**src/rtl/phase_accumulator_if.sv**
```systemverilog
// phase_accumulator_if: frequency-write, sync and phase-stream bundle.
// i_PhaseMod exists only when OCTANE_PHASE_MOD_EN is defined.
interface phase_accumulator_if #(
  parameter int NUM_VOICES  = 32,
  parameter int ACC_WIDTH   = 24,
  parameter int PHASE_WIDTH = 13
);
  localparam int VW = $clog2(NUM_VOICES);

  logic                   i_FreqWriteEn;
  logic [VW-1:0]          i_FreqWriteVoice;
  logic [ACC_WIDTH-1:0]   i_FreqWriteValue;
  logic                   i_SyncEn;
  logic [VW-1:0]          i_SyncVoice;
`ifdef OCTANE_PHASE_MOD_EN
  logic [PHASE_WIDTH-1:0] i_PhaseMod;
`endif
  logic                   o_Valid;
  logic [VW-1:0]          o_Voice;
  logic [PHASE_WIDTH-1:0] o_Phase;

  modport master (
    output i_FreqWriteEn,
    output i_FreqWriteVoice,
    output i_FreqWriteValue,
    output i_SyncEn,
    output i_SyncVoice,
`ifdef OCTANE_PHASE_MOD_EN
    output i_PhaseMod,
`endif
    input  o_Valid,
    input  o_Voice,
    input  o_Phase
  );

  modport slave (
    input  i_FreqWriteEn,
    input  i_FreqWriteVoice,
    input  i_FreqWriteValue,
    input  i_SyncEn,
    input  i_SyncVoice,
`ifdef OCTANE_PHASE_MOD_EN
    input  i_PhaseMod,
`endif
    output o_Valid,
    output o_Voice,
    output o_Phase
  );
endinterface

```
**src/rtl/phase_accumulator.sv**
```systemverilog
// phase_accumulator: round-robin per-voice phase generator, one voice/clk.
// Define OCTANE_PHASE_MOD_EN to add a per-sample phase offset input.
module phase_accumulator #(
  parameter int NUM_VOICES  = 32,
  parameter int ACC_WIDTH   = 24,
  parameter int PHASE_WIDTH = 13
) (
  input logic i_Clock,
  input logic i_Reset,
  phase_accumulator_if.slave bus
);
  localparam int VW = $clog2(NUM_VOICES);
  localparam logic [VW-1:0] LAST = VW'(NUM_VOICES - 1);

  typedef enum logic {CLEAR, RUN} state_t;

  state_t state;
  state_t state_nxt;
  logic   clr_wr;
  logic   run_s1;

  logic [VW-1:0]        index;
  logic [ACC_WIDTH-1:0] acc_mem  [NUM_VOICES];
  logic [ACC_WIDTH-1:0] freq_mem [NUM_VOICES];
  logic [NUM_VOICES-1:0] pending;

  logic                 s2_valid;
  logic [VW-1:0]        s2_voice;
  logic [ACC_WIDTH-1:0] s2_acc;
  logic [ACC_WIDTH-1:0] s2_freq;

  logic                   sync_hit;
  logic                   zero;
  logic [ACC_WIDTH-1:0]   acc_new;
  logic [PHASE_WIDTH-1:0] acc_top;
  logic [PHASE_WIDTH-1:0] phase_new;

  always_ff @(posedge i_Clock) begin
    if (i_Reset) state <= CLEAR;
    else         state <= state_nxt;
  end

  always_comb begin
    state_nxt = state;
    unique case (state)
      CLEAR:   if (index == LAST) state_nxt = RUN;
      RUN:     state_nxt = RUN;
      default: state_nxt = CLEAR;
    endcase
  end

  always_comb begin
    clr_wr = 1'b0;
    run_s1 = 1'b0;
    unique case (state)
      CLEAR:   clr_wr = !i_Reset;
      RUN:     run_s1 = !i_Reset;
      default: ;
    endcase
  end

  // Index walks CLEAR addresses, then doubles as the RUN voice counter.
  always_ff @(posedge i_Clock) begin
    if (i_Reset) index <= '0;
    else         index <= index + 1'b1;
  end

  always_ff @(posedge i_Clock) begin
    if (clr_wr)
      acc_mem[index] <= '0;
    else if (s2_valid && !i_Reset)
      acc_mem[s2_voice] <= acc_new;
  end

  always_ff @(posedge i_Clock) begin
    if (clr_wr)
      freq_mem[index] <= '0;
    else if (run_s1 && bus.i_FreqWriteEn)
      freq_mem[bus.i_FreqWriteVoice] <= bus.i_FreqWriteValue;
  end

  always_ff @(posedge i_Clock) begin
    if (i_Reset) begin
      s2_valid <= 1'b0;
    end else begin
      s2_valid <= run_s1;
      s2_voice <= index;
      s2_acc   <= acc_mem[index];
      s2_freq  <= freq_mem[index];
    end
  end

  // A sync landing in its own stage-2 cycle zeroes this pass and the next.
  always_comb begin
    sync_hit = bus.i_SyncEn && (bus.i_SyncVoice == s2_voice);
    zero     = pending[s2_voice] || sync_hit;
    acc_new  = zero ? '0 : s2_acc + s2_freq;
    acc_top  = acc_new[ACC_WIDTH-1 -: PHASE_WIDTH];
`ifdef OCTANE_PHASE_MOD_EN
    phase_new = acc_top + bus.i_PhaseMod;
`else
    phase_new = acc_top;
`endif
  end

  always_ff @(posedge i_Clock) begin
    if (i_Reset) begin
      pending <= '0;
    end else begin
      if (s2_valid)
        pending[s2_voice] <= 1'b0;
      if (run_s1 && bus.i_SyncEn)
        pending[bus.i_SyncVoice] <= 1'b1;
    end
  end

  always_ff @(posedge i_Clock) begin
    if (i_Reset) begin
      bus.o_Valid <= 1'b0;
      bus.o_Voice <= '0;
      bus.o_Phase <= '0;
    end else begin
      bus.o_Valid <= s2_valid;
      if (s2_valid) begin
        bus.o_Voice <= s2_voice;
        bus.o_Phase <= phase_new;
      end
    end
  end
endmodule

```
**src/flat_wrapper.sv**
```systemverilog
// flat-port wrapper written by rule: the top's interface ports become plain ports
module phase_accumulator_flat 
#(
  parameter int NUM_VOICES  = 32,
  parameter int ACC_WIDTH   = 24,
  parameter int PHASE_WIDTH = 13
)
  (i_Clock, i_Reset, bus_i_FreqWriteEn, bus_i_FreqWriteVoice, bus_i_FreqWriteValue, bus_i_SyncEn, bus_i_SyncVoice, bus_o_Valid, bus_o_Voice, bus_o_Phase);
  phase_accumulator_if #(.NUM_VOICES(NUM_VOICES), .ACC_WIDTH(ACC_WIDTH), .PHASE_WIDTH(PHASE_WIDTH)) bus_i ();
  input logic i_Clock;
  input logic i_Reset;
  input wire logic [$bits(bus_i.i_FreqWriteEn)-1:0] bus_i_FreqWriteEn;
  input wire logic [$bits(bus_i.i_FreqWriteVoice)-1:0] bus_i_FreqWriteVoice;
  input wire logic [$bits(bus_i.i_FreqWriteValue)-1:0] bus_i_FreqWriteValue;
  input wire logic [$bits(bus_i.i_SyncEn)-1:0] bus_i_SyncEn;
  input wire logic [$bits(bus_i.i_SyncVoice)-1:0] bus_i_SyncVoice;
  output wire logic [$bits(bus_i.o_Valid)-1:0] bus_o_Valid;
  output wire logic [$bits(bus_i.o_Voice)-1:0] bus_o_Voice;
  output wire logic [$bits(bus_i.o_Phase)-1:0] bus_o_Phase;
  assign bus_i.i_FreqWriteEn = bus_i_FreqWriteEn;
  assign bus_i.i_FreqWriteVoice = bus_i_FreqWriteVoice;
  assign bus_i.i_FreqWriteValue = bus_i_FreqWriteValue;
  assign bus_i.i_SyncEn = bus_i_SyncEn;
  assign bus_i.i_SyncVoice = bus_i_SyncVoice;
  assign bus_o_Valid = bus_i.o_Valid;
  assign bus_o_Voice = bus_i.o_Voice;
  assign bus_o_Phase = bus_i.o_Phase;
  phase_accumulator #(.NUM_VOICES(NUM_VOICES), .ACC_WIDTH(ACC_WIDTH), .PHASE_WIDTH(PHASE_WIDTH)) u_core (.i_Clock(i_Clock), .i_Reset(i_Reset), .bus(bus_i));
endmodule
```
**config.mk**
```make
export PLATFORM = sky130hd
export DESIGN_NAME = phase_accumulator_flat
export DESIGN_NICKNAME = d
export VERILOG_FILES = /design/src/rtl/phase_accumulator_if.sv /design/src/rtl/phase_accumulator.sv /design/src/flat_wrapper.sv
export SDC_FILE = /design/constraint.sdc
export NUM_CORES = 2
export LEC_CHECK = 0
export ABC_AREA = 1
export CAP_MARGIN = 20
export CELL_PAD_IN_SITES_DETAIL_PLACEMENT = 1
export CELL_PAD_IN_SITES_GLOBAL_PLACEMENT = 1
export CORE_UTILIZATION = 40
export DETAILED_ROUTE_END_ITERATION = 6
export PLACE_DENSITY = 0.72
export SLEW_MARGIN = 30
export SYNTH_ARGS = -nofsm -noshare
export SYNTH_HDL_FRONTEND = slang
export SYNTH_SLANG_ARGS = --single-unit
```
**constraint.sdc**
```tcl
create_clock -name i_Clock -period 3.8 [get_ports i_Clock]
set_clock_uncertainty 0.1 [all_clocks]
set_input_delay 1.14 -clock i_Clock [delete_from_list [all_inputs] [get_ports i_Clock]]
set_output_delay 1.14 -clock i_Clock [all_outputs]
set_load 0.01 [all_outputs]
```
# --- Word level (Yosys, flattened, before mapping) ---
# Memories as Yosys holds them, arrays and structs flattened. A register that Yosys moved wholly into a read port is not among the register bits.
# Index checks and enable logic that the tools add are counted.
totals:
  memories: 2
  out_inout_bits: 19
  ramBits: 1536
  in_bits: 38
  register_bits: 63
op_classes:
  magnitude_cmp: 4
  reduce_logical: 12
  bitwise: 4
  n_mux: 28
  addsub: 2
  eq_ne: 2
mem_list:
  columns: ["memory", "words", "width", "rd", "rd_clocked_by_memory_dff", "write_ports", "line", "text"]
  rows:
  - ["u_core.acc_mem", 32, 24, 1, 1, 1, "phase_accumulator.sv:23", "logic [ACC_WIDTH-1:0] acc_mem [NUM_VOICES];"]
  - ["u_core.freq_mem", 32, 24, 1, 1, 1, "phase_accumulator.sv:24", "logic [ACC_WIDTH-1:0] freq_mem [NUM_VOICES];"]
ops:
  columns: ["op", "n"]
  rows:
  - ["$mux W32", 3]
  - ["$mux W24", 3]
  - ["$reduce_or A24 Y1", 2]
  - ["$and A32 B32 Y32", 1]
  - ["$not A32 Y32", 1]
  - ["$or A32 B32 Y32", 1]
  - ["$add A24 B24 Y24", 1]
  - ["$mux W1", 16]
  - ["$lt A5 B6 Y1 const B", 2]
  - ["$demux W1 S5", 2]
  - ["$ge A5 B1 Y1 const B", 2]
  - ["$mux W5", 2]
  - ["$logic_and A1 B1 Y1", 6]
  - ["$add A5 B1 Y5 const B", 1]
  - ["$bmux W1 S5", 1]
  - ["$eq A5 B5 Y1", 1]
  - ["$eq A5 B5 Y1 const B", 1]
  - ["$logic_not A1 Y1", 3]
  - ["$pmux W1 S2", 1]
  - ["$logic_or A1 B1 Y1", 1]
  - ["$not A1 Y1", 1]

# --- Logic depth before layout (Yosys ltp) ---
depth:
  ltp_word: 10
  ltp_mapped: 14
  mapped_depth_nobuf: 14

# --- Least setup slack after synthesis ---
# OpenSTA, ideal clock, no wires.
synth_timing:
  path_kind: "input-to-reg"
  from: "in bus_i_SyncVoice[4]"
  to: "mem u_core.acc_mem[0][17] (data pin)"
  arrival_time_ns: 3.297
  path_slack_ns: -0.042
  stages: 10
  setup_time_ns: 0.445
  required_ns: 3.255
  cell_sequence: "clkbuf_1 -> nand2_1 -> nand2_1 -> nor2_1 -> nand3_1 -> nand2_1 -> nor2_2 -> nand3_2 -> buf_6 -> nor3_1"
synth_between:
  elab_chain_cells: 5
synth_rtl:
  columns: ["item", "line", "text"]
  rows:
  - ["start: declaration", "flat_wrapper.sv:16", "input wire logic [$bits(bus_i.i_SyncVoice)-1:0] bus_i_SyncVoice;"]
  - ["$eq A5 B5 Y1", "phase_accumulator.sv:95", "sync_hit = bus.i_SyncEn && (bus.i_SyncVoice == s2_voice);"]
  - ["$logic_and A1 B1 Y1", "phase_accumulator.sv:95", null]
  - ["$logic_or A1 B1 Y1", "phase_accumulator.sv:96", "zero = pending[s2_voice] || sync_hit;"]
  - ["$mux W24", "phase_accumulator.sv:97", "acc_new = zero ? '0 : s2_acc + s2_freq;"]
  - ["$mux W24 (no source line)", null, null]
  - ["end: declaration", "phase_accumulator.sv:23", null]
# Every way passes these cells.

# --- Final worst setup path ---
layout_timing:
  from: "reg u_core.index[2]"
  to: "mem u_core.freq_mem[22][8], enable pin"
layout_between:
  elab_chain_cells: 1
layout_rtl:
  columns: ["item", "line", "text"]
  rows:
  - ["start: declaration", "phase_accumulator.sv:22", "logic [VW-1:0] index;"]
  - ["start signal: assignment", "phase_accumulator.sv:65", "else index <= index + 1'b1;"]
  - ["$mux W5 (no source line)", null, null]
  - ["end: declaration", "phase_accumulator.sv:24", null]
# Every way passes these cells.

==> summary.md <==
| Metric | Value |
|---|---|
| Outcome | `complete, no violations` |
| Worst-Skew Late Latency | `0.83 ns` |
| Max rail drop VDD | `0.531 mV` |
| Post-synth EDFFs | `1,589` |
| Routability cong. | `a little under 0.9` |
| P per Cell Area | `approximately 520 nW/um^2` |
| Fin crit share | `0.900` |
| IO Port Bufs | `56` |
| Post-layout net count | `5,542` |
| Initial DRC count | `about 5,100` |
| Achievable frequency | `292 MHz` |
| Area grow syn2layout | `17.4%` |
| Startpoint class of the critical path | `register` |
| Critical Path RT | `4.21 ns` |
| Detailed Routing Iterations Pass 1 | `6` |
| Die H | `between 400 and 500 um` |
| Critical path peak fanout | `25` |
| Initial antenna violation count | `2` |
| Synth warnings | `0` |
| H-Tree Level Count | `4` |
| Syn Inst Count | `approximately 5,300` |
| Postcts setup bufs | `0` |
| Detail Route Antenna Nets | `0` |
| Initial Utilization | `0.404` |
| Wire length of the first global-routing pass | `313 mm` |
| CTS Buf Count | `171` |
| Sequential area share after synthesis | `0.739` |
| Pleak | `about 26 nW` |
| I/O pins | `57` |
| Die area | `167,000 sq um` |
| Clock sinks | `between 1,500 and 2,000` |
| Largest net degree at the start of global routing | `194` |
| Vias in the first global route | `47,192` |
| Clock-pin slew on the worst setup and hold paths | `0.06 ns` |
| Final WL | `roughly 210 mm` |
| Syn Area/Cell | `12.4 sq um` |
| CTS tree | `yes` |
| Detailed-route DRC error count | `0` |
| FF/Latch Area | `48,900 sq um` |
| Mapped cell area | `66,100 sq um` |
| Worst-margin pin slew | `0.990 ns` |
| Final setup TNS | `0 ns` |
| Drt wl/cell | `between 20 and 30 um` |
| Setup WS post-layout | `0.380 ns` |
| Area of the multi-input gates | `15,700 sq um` |
| Maximum clock insertion buffer count | `3` |
| Vias/cell | `between 5 and 6` |
| Grt ovf | `0` |
| CTS root buffer | `clkbuf_16` |
| CP arrival | `around 3.8 ns` |
| Worst Hold Class | `reg -> reg` |
| Ys flop type | `edfxtp_1` |
| Crit. End Element | `register` |
| Total power draw | `40.6 mW` |
| Place WS | `-0.0914 ns` |
| Core Area | `164,000 sq um` |
| Hold Vio Cnt, Final | `0` |
| DPL Wire Length | `129 mm` |
| Routed vias | `between 40,000 and 50,000` |
| All-Layer GR Usage | `0.252` |
| Hold buffers post-CTS | `0` |
| Crit path kind | `reg -> reg` |
| Max_cap viols | `0` |
| Resize count post-CTS | `0` |
| Asr flop ratio synth | `0` |
| Final Max Slew Viols | `0` |
| RSZ-0062 raised after global routing | `no` |
| Layout cells sized above 1 | `0.114` |
| Relative slew slack | `0.340` |
| Final setup fails | `0` |
| Core Util, Final | `0.475` |
| Number of synthesized register bits | `1,647` |
| Row count | `148` |
| Fin crit period | `approximately 3.4 ns` |
| Syn_nets | `~5,400` |
| Fillers | `16,613` |
| Yosys cell types | `35` |
| Hold WS | `0.368 ns` |
| Die width | `between 400 and 500 um` |
-- power by group --
part	switching, mW	leakage (nW)	internal, mW	total [mW]
combinational	2.62	7.96	1.01	3.63
clock	7.26	2.76	9.78	17.0
sequential	0.0854	15.6	19.8	19.9
total	9.96	26.4	30.6	40.6
-- worst max-delay path, cell delays in order (launching register included) --
cell	delay [ns]
dfxtp_4	0.57
clkinv_2	0.69
buf_4	0.46
nand2_1	0.09
o21ai_0	0.11
buf_4	0.18
inv_1	0.10
nand2_1	0.28
nor2_4	0.26
buf_4	0.25
-- area by class of cell --
cell class	count	share of cell area
flip-flops and latches	1647	0.630
multi-input cells	3142	0.202
clock buffers	209	0.0582
repair buffers	331	0.0515
well taps	2175	0.0351
clock inverters	109	0.0145
inverters	185	0.00927
diodes	1	0.0000322
-- cell usage after synthesis (22+ instances only) --
cell type	number	area [sq um]
o21ai_1	51	255
edfxtp_1	1589	47700
nor2_1	998	3750
dfxtp_1	58	1160
clkbuf_1	222	833
ha_1	25	313
nand3_1	148	741
o211ai_1	88	661
buf_1	24	90.1
o21ai_0	811	4060
o22ai_1	229	1430
nand4_1	52	325
inv_1	178	668
a21oi_1	59	295
buf_2	85	425
nand2_1	514	1930
nor3_1	22	110
o221ai_1	104	911
-- per-stage QoR --
stage,instances,instance area [sq um]
after floorplan,5314,66100
after global placement,7480,72000
after detailed placement,7480,72000
after CTS,7798,77600
after global routing,7798,77600
final,7799,77600
-- worst paths after layout --
| kind | startpoint | end | slack, ns | cells after the start |
|---|---|---|---|---|
| hold / removal | u_core.bus.o_Voice[1] | u_core.bus.o_Voice[1] | 0.37 | 2 |
| hold reg to reg | u_core.bus.o_Voice[1] | u_core.bus.o_Voice[1] | 0.37 | 2 |
| setup reg to reg | u_core.index[2] | u_core.freq_mem[22][8] | 0.38 | 9 |
| setup / recovery | u_core.index[2] | u_core.freq_mem[22][8] | 0.38 | 9 |
-- placed cells by master, fill, tap and decap left out, drive strengths merged --
| cell type | instances |
|---|---|
| a211oi | 3 |
| a21oi | 65 |
| and2 | 2 |
| buf | 276 |
| bufinv | 19 |
| clkbuf | 209 |
| clkdlybuf4s50 | 55 |
| clkinv | 79 |
| clkinvlp | 7 |
| dfxtp | 58 |
| diode | 1 |
| edfxtp | 1589 |
| fa | 1 |
| ha | 25 |
| inv | 189 |
| nand2 | 516 |
| nand3 | 149 |
| nand3b | 8 |
| nand4 | 52 |
| nor2 | 1003 |
| nor3 | 24 |
| o211ai | 88 |
| o21ai | 862 |
| o21bai | 1 |
| o221ai | 104 |
| o22ai | 229 |
| xnor2 | 8 |
| xor2 | 2 |
-- logic make-up after synthesis --
group | synth area share
compound gates | 0.116
simple gates | 0.106
xor+xnor | 0.00132
fa+ha+maj | 0.00503
flops | 0.739
buf+inv | 0.0321
-- routing by layer --
metal	up-vias	share of wire	GRT usage
met5	-	0.000051	0
met4	2	0.035	0.0936
met3	355	0.080	0.0438
met2	2184	0.47	0.407
met1	23719	0.41	0.342
li1	19809	-	-
-- flip-flops by register name, indices dropped and copies added (netlist names) --
signal              count
u_core.pending         32
u_core.s2_voice         5
u_core.state            1
u_core.bus.o_Phase     13
u_core.s2_freq         24
u_core.acc_mem        768
u_core.s2_acc          24
u_core.s2_valid         1
u_core.freq_mem       768
u_core.index            5
u_core.bus.o_Valid      1
u_core.bus.o_Voice      5
(Power assumes the default switching activity.)
